`config.mk`:
```
export PLATFORM = sky130hd
export DESIGN_NAME = video_timing_gen
export DESIGN_NICKNAME = d
export VERILOG_FILES = /design/src/rtl/video_timing_pkg.sv /design/src/rtl/raster_counter.sv /design/src/rtl/video_timing_gen.sv
export SDC_FILE = /design/constraint.sdc
export NUM_CORES = 1
export LEC_CHECK = 0
export ABC_AREA = 1
export CAP_MARGIN = 5
export CORE_MARGIN = 3
export CORE_UTILIZATION = 55
export DETAILED_ROUTE_END_ITERATION = 8
export GPL_ROUTABILITY_DRIVEN = 0
export PLACE_DENSITY = 0.84
export SETUP_SLACK_MARGIN = 0.15
export SYNTH_ARGS = -nofsm -noshare
export SYNTH_HDL_FRONTEND = slang
export SYNTH_HIERARCHICAL = 1
export SYNTH_SLANG_ARGS = --single-unit
```
`constraint.sdc`:
```
create_clock -name clk_i -period 3.85 [get_ports clk_i]
set_clock_uncertainty 0.05 [all_clocks]
set_input_delay 0.77 -clock clk_i [delete_from_list [all_inputs] [get_ports clk_i]]
set_output_delay 0.77 -clock clk_i [all_outputs]
set_load 0.02 [all_outputs]
```
`src/rtl/video_timing_pkg.sv`:
```
// Shared types and standard timing sets for the HDMI raster timing generator.
package video_timing_pkg;

  // One pixel as it travels from the upstream stream to the TMDS encoders.
  typedef struct packed {
    logic [7:0] r;
    logic [7:0] g;
    logic [7:0] b;
  } rgb_px_t;

  // Stream alignment state: hunt for SOF, wait for frame boundary, stream.
  typedef enum logic [1:0] {
    WAIT_SOF = 2'd0,
    ALIGN    = 2'd1,
    RUN      = 2'd2
  } vtg_state_t;

  // 1280x720 @ 60 Hz (74.25 MHz pixel clock).
  localparam int P720_H_ACTIVE  = 1280;
  localparam int P720_H_FP      = 110;
  localparam int P720_H_SYNC    = 40;
  localparam int P720_H_BP      = 220;
  localparam int P720_V_ACTIVE  = 720;
  localparam int P720_V_FP      = 5;
  localparam int P720_V_SYNC    = 5;
  localparam int P720_V_BP      = 20;

  // 1920x1080 @ 60 Hz (148.5 MHz pixel clock).
  localparam int P1080_H_ACTIVE = 1920;
  localparam int P1080_H_FP     = 88;
  localparam int P1080_H_SYNC   = 44;
  localparam int P1080_H_BP     = 148;
  localparam int P1080_V_ACTIVE = 1080;
  localparam int P1080_V_FP     = 4;
  localparam int P1080_V_SYNC   = 5;
  localparam int P1080_V_BP     = 36;

  // Counter width able to hold 0..total-1 (at least one bit).
  function automatic int cnt_width(input int total);
    return (total < 2) ? 1 : $clog2(total);
  endfunction

endpackage

```
`src/rtl/raster_counter.sv`:
```
// Free-running h/v raster counters with region decode and frame-end flag.
// All decode outputs are combinational from the current counter values.
module raster_counter
  import video_timing_pkg::*;
#(
  parameter int H_ACTIVE = P720_H_ACTIVE,
  parameter int H_FP     = P720_H_FP,
  parameter int H_SYNC   = P720_H_SYNC,
  parameter int H_BP     = P720_H_BP,
  parameter int V_ACTIVE = P720_V_ACTIVE,
  parameter int V_FP     = P720_V_FP,
  parameter int V_SYNC   = P720_V_SYNC,
  parameter int V_BP     = P720_V_BP
) (
  input  logic clk_i,
  input  logic rst_i,
  input  logic en_i,
  output logic active_o,
  output logic hsync_o,
  output logic vsync_o,
  output logic first_o,
  output logic frame_end_o
);

  localparam int H_TOTAL = H_ACTIVE + H_FP + H_SYNC + H_BP;
  localparam int V_TOTAL = V_ACTIVE + V_FP + V_SYNC + V_BP;
  localparam int HW      = cnt_width(H_TOTAL);
  localparam int VW      = cnt_width(V_TOTAL);

  localparam logic [HW-1:0] H_LAST   = HW'(H_TOTAL - 1);
  localparam logic [VW-1:0] V_LAST   = VW'(V_TOTAL - 1);
  localparam logic [HW-1:0] H_ACT    = HW'(H_ACTIVE);
  localparam logic [VW-1:0] V_ACT    = VW'(V_ACTIVE);
  localparam logic [HW-1:0] HS_START = HW'(H_ACTIVE + H_FP);
  localparam logic [HW-1:0] HS_END   = HW'(H_ACTIVE + H_FP + H_SYNC);
  localparam logic [VW-1:0] VS_START = VW'(V_ACTIVE + V_FP);
  localparam logic [VW-1:0] VS_END   = VW'(V_ACTIVE + V_FP + V_SYNC);

  logic [HW-1:0] h_cnt_q, h_cnt_d;
  logic [VW-1:0] v_cnt_q, v_cnt_d;
  logic          h_wrap;

  assign h_wrap = (h_cnt_q == H_LAST);

  // Next raster position: h wraps at end of line, v advances on h wrap.
  always_comb begin
    h_cnt_d = h_wrap ? '0 : h_cnt_q + HW'(1);
    v_cnt_d = v_cnt_q;
    if (h_wrap) begin
      v_cnt_d = (v_cnt_q == V_LAST) ? '0 : v_cnt_q + VW'(1);
    end
  end

  // Counter registers; parked at the frame origin while disabled.
  always_ff @(posedge clk_i or posedge rst_i) begin
    if (rst_i) begin
      h_cnt_q <= '0;
      v_cnt_q <= '0;
    end else if (!en_i) begin
      h_cnt_q <= '0;
      v_cnt_q <= '0;
    end else begin
      h_cnt_q <= h_cnt_d;
      v_cnt_q <= v_cnt_d;
    end
  end

  assign active_o    = (h_cnt_q < H_ACT) && (v_cnt_q < V_ACT);
  assign hsync_o     = (h_cnt_q >= HS_START) && (h_cnt_q < HS_END);
  assign vsync_o     = (v_cnt_q >= VS_START) && (v_cnt_q < VS_END);
  assign first_o     = (h_cnt_q == '0) && (v_cnt_q == '0);
  assign frame_end_o = h_wrap && (v_cnt_q == V_LAST);

endmodule

```
`src/rtl/video_timing_gen.sv`:
```
// HDMI raster timing generator: aligns an upstream RGB stream to the raster
// and drives registered pixel data, DE and syncs to the TMDS encoders.
// The raster never stalls; underflow and misalignment are blanked to black.
module video_timing_gen
  import video_timing_pkg::*;
#(
  parameter int H_ACTIVE = P720_H_ACTIVE,
  parameter int H_FP     = P720_H_FP,
  parameter int H_SYNC   = P720_H_SYNC,
  parameter int H_BP     = P720_H_BP,
  parameter int V_ACTIVE = P720_V_ACTIVE,
  parameter int V_FP     = P720_V_FP,
  parameter int V_SYNC   = P720_V_SYNC,
  parameter int V_BP     = P720_V_BP,
  parameter bit HS_POL   = 1'b1,
  parameter bit VS_POL   = 1'b1
) (
  input  logic        clk_i,
  input  logic        rst_i,
  input  logic        en_i,
  input  logic [23:0] px_data_i,
  input  logic        px_sof_i,
  input  logic        px_valid_i,
  output logic        px_ready_o,
  output logic [23:0] px_data_o,
  output logic        de_o,
  output logic        hsync_o,
  output logic        vsync_o,
  output logic        underflow_o,
  output logic        misalign_o
);

  logic active, hs_raw, vs_raw, first, frame_end;

  raster_counter #(
    .H_ACTIVE (H_ACTIVE),
    .H_FP     (H_FP),
    .H_SYNC   (H_SYNC),
    .H_BP     (H_BP),
    .V_ACTIVE (V_ACTIVE),
    .V_FP     (V_FP),
    .V_SYNC   (V_SYNC),
    .V_BP     (V_BP)
  ) u_raster (
    .clk_i       (clk_i),
    .rst_i       (rst_i),
    .en_i        (en_i),
    .active_o    (active),
    .hsync_o     (hs_raw),
    .vsync_o     (vs_raw),
    .first_o     (first),
    .frame_end_o (frame_end)
  );

  vtg_state_t state_q, state_d;
  rgb_px_t    px_data_q, px_data_d;
  logic       de_q, de_d;
  logic       hsync_q, hsync_d;
  logic       vsync_q, vsync_d;
  logic       underflow_q, underflow_d;
  logic       misalign_q, misalign_d;

  // Upstream ready: discard non-SOF beats while hunting, hold SOF beats
  // until the frame origin, and in RUN accept only in-order beats.
  always_comb begin
    px_ready_o = 1'b0;
    if (en_i) begin
      case (state_q)
        WAIT_SOF: px_ready_o = !px_sof_i;
        ALIGN:    px_ready_o = 1'b0;
        RUN:      px_ready_o = active && !(px_sof_i && !first);
        default:  px_ready_o = 1'b0;
      endcase
    end
  end

  // Next state and next output values for the cycle being decoded now.
  always_comb begin
    state_d     = state_q;
    px_data_d   = '0;
    underflow_d = 1'b0;
    misalign_d  = 1'b0;
    de_d        = en_i && active;
    hsync_d     = (en_i && hs_raw) ? HS_POL : !HS_POL;
    vsync_d     = (en_i && vs_raw) ? VS_POL : !VS_POL;
    if (!en_i) begin
      state_d = WAIT_SOF;
    end else begin
      case (state_q)
        WAIT_SOF: if (px_valid_i && px_sof_i) state_d = ALIGN;
        ALIGN:    if (frame_end) state_d = RUN;
        RUN: begin
          if (active) begin
            if (!px_valid_i) begin
              underflow_d = 1'b1;
            end else if (first && !px_sof_i) begin
              // Frame origin reached without SOF: drop it and re-hunt.
              misalign_d = 1'b1;
              state_d    = WAIT_SOF;
            end else if (!first && px_sof_i) begin
              // Next frame arrived early: keep its SOF beat for the origin.
              misalign_d = 1'b1;
              state_d    = ALIGN;
            end else begin
              px_data_d = px_data_i;
            end
          end
        end
        default: state_d = WAIT_SOF;
      endcase
    end
  end

  // FSM state and registered outputs.
  always_ff @(posedge clk_i or posedge rst_i) begin
    if (rst_i) begin
      state_q     <= WAIT_SOF;
      px_data_q   <= '0;
      de_q        <= 1'b0;
      hsync_q     <= !HS_POL;
      vsync_q     <= !VS_POL;
      underflow_q <= 1'b0;
      misalign_q  <= 1'b0;
    end else begin
      state_q     <= state_d;
      px_data_q   <= px_data_d;
      de_q        <= de_d;
      hsync_q     <= hsync_d;
      vsync_q     <= vsync_d;
      underflow_q <= underflow_d;
      misalign_q  <= misalign_d;
    end
  end

  assign px_data_o   = px_data_q;
  assign de_o        = de_q;
  assign hsync_o     = hsync_q;
  assign vsync_o     = vsync_q;
  assign underflow_o = underflow_q;
  assign misalign_o  = misalign_q;

endmodule

```
==> results of run 1 <==
==> metal layers <==
layer / vias up / track usage
met5: - / 0
met4: 0 / 0.0797
met3: 19 / 0.0493
met2: 83 / 0.385
met1: 1135 / 0.286
li1: 1208 / -
==> flip-flops by register name, indices dropped and copies added (netlist names) <==
name	flops
misalign_o	1
hsync_o	1
de_o	1
u_raster/h_cnt_q	11
vsync_o	1
u_raster/v_cnt_q	10
px_data_o	24
underflow_o	1
state_q	2
==> worst paths after layout <==
| check | from | end | slack, ns | cells past startpoint |
|---|---|---|---|---|
| setup / recovery | u_raster/h_cnt_q[3] | px_ready_o | 0.67 | 8 |
| hold / removal | u_raster/h_cnt_q[0] | u_raster/h_cnt_q[0] | 0.50 | 1 |
| setup reg to reg | u_raster/h_cnt_q[3] | state_q[0] | 1.44 | 9 |
| hold reg to reg | u_raster/h_cnt_q[0] | u_raster/h_cnt_q[0] | 0.50 | 1 |
| max in group asynchronous | rst_i | misalign_o | 2.04 | 2 |
| min in group asynchronous | rst_i | u_raster/v_cnt_q[9] | 0.90 | 2 |
==> Yosys cell counts (all sizes together) <==
cell / instances
a211oi: 1
a21oi: 8
buf: 12
dfrtp: 52
ha: 9
inv: 37
nand2: 90
nand3: 37
nand3b: 2
nand4: 7
nor2: 64
nor3: 11
nor3b: 1
nor4: 2
o211ai: 1
o21ai: 8
xnor2: 1
xor2: 3
==> layout make-up <==
cell class / count / area [um2]
clock buffers: 6 / 72.6
clock inverters: 2 / 16.3
fillers: 370 / 1340
inverters: 37 / 139
multi-input cells: 245 / 1240
flip-flops and latches: 52 / 1300
well taps: 67 / 83.8
repair buffers: 59 / 591
==> critical path, delay by kind of cell, from the launching register on <==
family                     cells  cell delay [ns]
DFF                            1             0.46
and+or+nand+nor                4             0.90
adders and majority gates      1             0.24
AOI/OAI and AO/OA              1             0.13
buffers and inverters          2             0.33
==> cells by family (layout without fill, tap and decap cells) <==
group,count (synthesis),after routing,share of synthesized area
simple gates,214,214,0.357
xor+xnor,4,4,0.0127
buf+inv,49,104,0.0841
compound gates,18,18,0.0357
flops,52,52,0.470
fa+ha+maj,9,9,0.0407
==> power by group <==
| part | switching [mW] | internal [mW] |
|---|---|---|
| Clock | 0.186 | 0.130 |
| Combinational | 0.116 | 0.0770 |
| Sequential | 0.0186 | 0.564 |
| Total | 0.320 | 0.771 |
==> placed cells by master, fill, tap and decap left out <==
master / instances
a211oi_1: 1
clkbuf_1: 1
inv_1: 34
ha_1: 9
nor2_4: 4
o21ai_0: 7
dlymetal6s2s_1: 1
o21ai_2: 1
buf_4: 1
clkinv_4: 1
a21oi_1: 8
nor4_1: 1
o211ai_1: 1
clkdlybuf4s50_1: 57
nor3_2: 1
nand2_4: 1
nor3b_2: 1
nand2_1: 87
nand2_2: 2
nor4_2: 1
nor3_1: 10
clkinvlp_4: 1
nand3b_1: 2
nand3_4: 1
xnor2_1: 1
nor2_1: 50
nand3_1: 36
xor2_1: 3
clkbuf_8: 5
inv_2: 3
nand4_1: 7
nor2_2: 10
dfrtp_1: 52
==> metrics by stage <==
step	std cells	total power, mW	setup WS (ns)
after floorplan	346	0.712	1.16
after global placement	460	0.777	0.615
after detailed placement	460	0.785	0.561
after CTS	468	1.09	0.213
after global routing	468	1.14	0.499
final	468	1.09	0.671
==> run_results.csv, run 1 <==
group,metric,value,unit
synthesis,synth_nets,384,
clock_tree,clockBufferDepth,2,
setup_path,cp_data_required_time,3.03,ns
detailed_routing,route.met2.wl,3280,um
finish,synthToLayoutAreaGrowth,24.4,%
setup_path,cp-end-kind,"output pin",
setup_path,crit_chain,"nor2_1 > nand3_1 > nor4_2 > inv_1 > ha_1 > nand3b_1 > a21oi_1 > dlymetal6s2s_1",
floorplan,die_x,76.9,um
synthesis,synth_top_area_frac,0.470,
synthesis,avgSynthCellArea,8.00,um2
synthesis,synth_top_area_cell,"dfrtp_1",
synthesis,syn-cell-area,2770,um2
setup_path,worst-path-max-fanout,6,
detailed_routing,drc_errors,0,
synthesis,ys_seq_area_frac,0.470,
finish,antennaDiodeCount,0,
place,dp_hpwl,4570,um
global_route,grt_pass1_vias,2312,
clock_tree,cts_made_buffers,5,
clock_tree,post_cts_buffers,0,
setup_path,slowest_stage,"dfrtp_1",
power,power.density,317,nW/um2
detailed_routing,vias_per_cell,5.22,
synthesis,synth_cells,346,
clock_tree,root_buffer,"clkbuf_8",
timing,tightest_slew,1.14,ns
power,p_leak,1.66,nW
timing,finalSetupViolations,0,
min_path,hold_class,"register to register",
clock_tree,hold_buffers,0,
synthesis,yosysWarningCount,6,
floorplan,rows,25,
synthesis,yosys-top-cells-area,"dfrtp_1 47%, nand2_1 12%, nor2_1 6.8%, nand3_1 6.5%, inv_1 4.6%",
floorplan,start_util,0.578,
clock_tree,clk_pin_slew,0.09,ns
synthesis,synth-seq-cells,52,
floorplan,dieArea,5920,um2
finish,drive_gt1_frac,0.0823,
place,place_area,3350,um2
synthesis,synth_cell_types,28,
flow_run,drv_cap,0,
timing,period_needed,3.18,ns
detailed_routing,ant_nets,0,
place,numPortBuffers,58,
timing,fin_hold_ws,0.499,ns
clock_tree,h-tree-depth,2,
global_route,grt_max_degree,32,
global_route,overflow,0,
setup_path,crit_type,"register to output pin",
timing,relSlewSlack,0.242,
timing,rsz0062_at_grt,"false",
timing,fin_setup_tns,0,ns
clock_tree,cts_resized,0,
detailed_routing,vias,2445,
detailed_routing,drt-total-wl,6370,um
timing,fmax,315,MHz
detailed_routing,top_layer,"met4",
power,ir_drop,0.000312,V
global_route,grt_antenna_before_repair,0,
finish,final_core_utilization,0.719,
floorplan,core_area,4790,um2
floorplan,die_h,76.9,um
floorplan,ios,59,
finish,fin_nets,438,
setup_path,cpPeakStageDelay,0.46,ns
timing,report.final.slew_viol_count,0,
outcome,status,"finished clean",
clock_tree,cts_tree,"built",
timing,timing.final.crit_share,0.826,
setup_path,critPathLaunchType,"register",
setup_path,crit_arrival,2.36,ns
timing,hold_viol,0,
detailed_routing,wl_met1,2600,um
detailed_routing,first_iter_violations,173,
finish,final_cell_area,3440,um2
clock_tree,insertion_delay,0.30,ns
global_route,grt_pass1_wl,10800,um
detailed_routing,firstDrtPassIters,4,
clock_tree,clkSinkCount,52,
detailed_routing,post_drt_wl_per_cell,13.6,um
detailed_routing,route.met3.wl,319,um
global_route,grt_use_total,0.227,
No activity file was read; power rests on OpenSTA's default activity.
==> inputs of run 2 (changes only) <==
--- a/config.mk
+++ b/config.mk
@@ -8,10 +8,10 @@
 export ABC_AREA = 1
 export CAP_MARGIN = 5
 export CORE_MARGIN = 3
-export CORE_UTILIZATION = 55
+export CORE_UTILIZATION = 46
 export DETAILED_ROUTE_END_ITERATION = 8
 export GPL_ROUTABILITY_DRIVEN = 0
-export PLACE_DENSITY = 0.84
+export PLACE_DENSITY = 0.75
 export SETUP_SLACK_MARGIN = 0.15
 export SYNTH_ARGS = -nofsm -noshare
 export SYNTH_HDL_FRONTEND = slang
==> constraint.sdc (replaced) <==
create_clock -name clk_i -period 2.9 [get_ports clk_i]
set_clock_uncertainty 0.05 [all_clocks]
set_input_delay 0.58 -clock clk_i [delete_from_list [all_inputs] [get_ports clk_i]]
set_output_delay 0.58 -clock clk_i [all_outputs]
set_load 0.02 [all_outputs]
==> run_results.csv, run 2 (same netlist as run 1, synthesis figures left out) <==
group,metric,value,unit
timing,report.final.slew_viol_count,0,
floorplan,ios,59,
setup_path,cp_data_required_time,2.27,ns
power,ir_drop,0.000308,V
detailed_routing,first_iter_violations,159,
setup_path,worst-path-max-fanout,3,
finish,largest_register_ffs,24,
finish,final_common_cell,"nand2_1",
detailed_routing,wl_met1,2800,um
global_route,grt_use_total,0.198,
detailed_routing,post_drt_wl_per_cell,13.1,um
power,combPwrFrac,0.183,
setup_path,r2r_slack,0.45,ns
finish,final_cell_area,3820,um2
place,place_area,3620,um2
setup_path,crit_type,"register to output pin",
outcome,status,"finished clean",
timing,finalSetupViolations,0,
finish,regArea,1300,um2
global_route,grt_max_degree,32,
floorplan,die_h,83.6,um
finish,mostFrequentLayoutCells,"87 x nand2_1, 57 x clkdlybuf4s50_1, 52 x dfrtp_1, 50 x nor2_1, 41 x buf_4",
clock_tree,hold_buffers,0,
detailed_routing,drc_errors,0,
finish,synthToLayoutAreaGrowth,38.1,%
finish,fin_nets,478,
detailed_routing,top_layer,"met4",
power,power.density,413,nW/um2
timing,relSlewSlack,0.451,
power,seq_power_share,0.490,
setup_path,crit_arrival,2.06,ns
global_route,grt_pass1_wl,11400,um
finish,nFillCells,455,
power,p_clk_frac,0.327,
power,swShare,0.282,
clock_tree,clk_pin_slew,0.10,ns
timing,timing.final.crit_share,0.926,
power,internal-power,1.13,mW
detailed_routing,vias_per_cell,5.02,
detailed_routing,drt-total-wl,6740,um
timing,period_needed,2.69,ns
power,p_leak,1.86,nW
timing,hold_viol,0,
place,dp_hpwl,4890,um
clock_tree,root_buffer,"clkbuf_8",
floorplan,die_x,83.6,um
clock_tree,insertion_delay,0.31,ns
clock_tree,h-tree-depth,2,
timing,rsz0062_at_grt,"true",
timing,fin_hold_ws,0.505,ns
finish,final_core_utilization,0.673,
clock_tree,clockBufferDepth,2,
detailed_routing,route.met2.wl,3540,um
timing,fmax,372,MHz
flow_run,drv_cap,0,
power,p_switching,0.445,mW
floorplan,start_util,0.488,
clock_tree,cts_tree,"built",
clock_tree,clkSinkCount,52,
finish,antennaDiodeCount,0,
finish,drive_gt1_frac,0.193,
place,numPortBuffers,58,
detailed_routing,route.met3.wl,258,um
global_route,grt_pass1_vias,2507,
detailed_routing,firstDrtPassIters,4,
min_path,hold_class,"register to register",
global_route,grt_antenna_before_repair,0,
detailed_routing,ant_nets,0,
floorplan,rows,27,
floorplan,dieArea,6980,um2
timing,tightest_slew,0.822,ns
floorplan,core_area,5680,um2
setup_path,critPathLaunchType,"register",
detailed_routing,vias,2576,
finish,multi_input_area,1290,um2
power,total_power,1.58,mW
global_route,overflow,0,
setup_path,cp-end-kind,"output pin",
clock_tree,cts_made_buffers,5,
[run 2: cell types whose count changed in the layout (fill, tap and decap cells not counted), moves of 3 or more]
cell / delta
inv_1: -5
inv_2: +5
ha_1: -3
buf_4: +40
ha_4: +3
[run 2: area by class of cell]
type                    instances  area share
flip-flops and latches         52       0.341
multi-input cells             245       0.337
repair buffers                 99       0.233
inverters                      37      0.0363
well taps                      72      0.0236
clock buffers                   5      0.0180
clock inverters                 3      0.0121
[run 2: path summary, 6_finish.rpt]
kind,startpoint,to,cells past startpoint
max,u_raster/h_cnt_q[0],px_ready_o,10
min reg2reg,u_raster/v_cnt_q[9],u_raster/v_cnt_q[9],2
min,u_raster/v_cnt_q[9],u_raster/v_cnt_q[9],2
max reg2reg,u_raster/h_cnt_q[0],state_q[0],13
min in group asynchronous,rst_i,px_data_o[13],3
max in group asynchronous,rst_i,u_raster/h_cnt_q[8],2
[run 2: critical path, cell delays in order, from the launching register on]
cell	delay, ns
dfrtp_1	0.40
inv_2	0.09
ha_4	0.13
nand3_2	0.08
nor4_2	0.26
buf_4	0.15
inv_2	0.04
ha_4	0.14
nand3b_1	0.16
a21oi_2	0.15
buf_6	0.13
[run 2: repair_timing]
action / in CTS / in global routing
setup endpoints to repair: 1 / 1
pin swaps: 3 / 4
buffers inserted: 0 / 4
resized for setup: 10 / 10
[run 2: metal layers]
| metal | vias to the layer above | track usage |
|---|---|---|
| li1 | 1280 | - |
| met1 | 1208 | 0.246 |
| met2 | 74 | 0.347 |
| met3 | 14 | 0.0346 |
| met4 | 0 | 0.0673 |
| met5 | - | 0 |
[run 2: power by group through the flow]
stage | Clock (mW) | Combinational, mW | Sequential (mW)
2_1_floorplan | 0 | 0.150 | 0.795
3_3_place_gp | 0 | 0.262 | 0.783
3_5_place_dp | 0 | 0.270 | 0.784
4_1_cts | 0.528 | 0.273 | 0.771
5_1_grt | 0.553 | 0.320 | 0.775
6_report | 0.516 | 0.288 | 0.772
[run 2: stage by stage]
| stage | cells | setup WS, ns | TNS, ns |
|---|---|---|---|
| 3_3_place_gp | 501 | -0.0272 | -0.0272 |
| 3_5_place_dp | 501 | -0.0762 | -0.0762 |
| 2_1_floorplan | 346 | 0.398 | 0 |
| 4_1_cts | 509 | 0.150 | 0 |
| 6_report | 513 | 0.215 | 0 |
| 5_1_grt | 513 | 0.0860 | 0 |
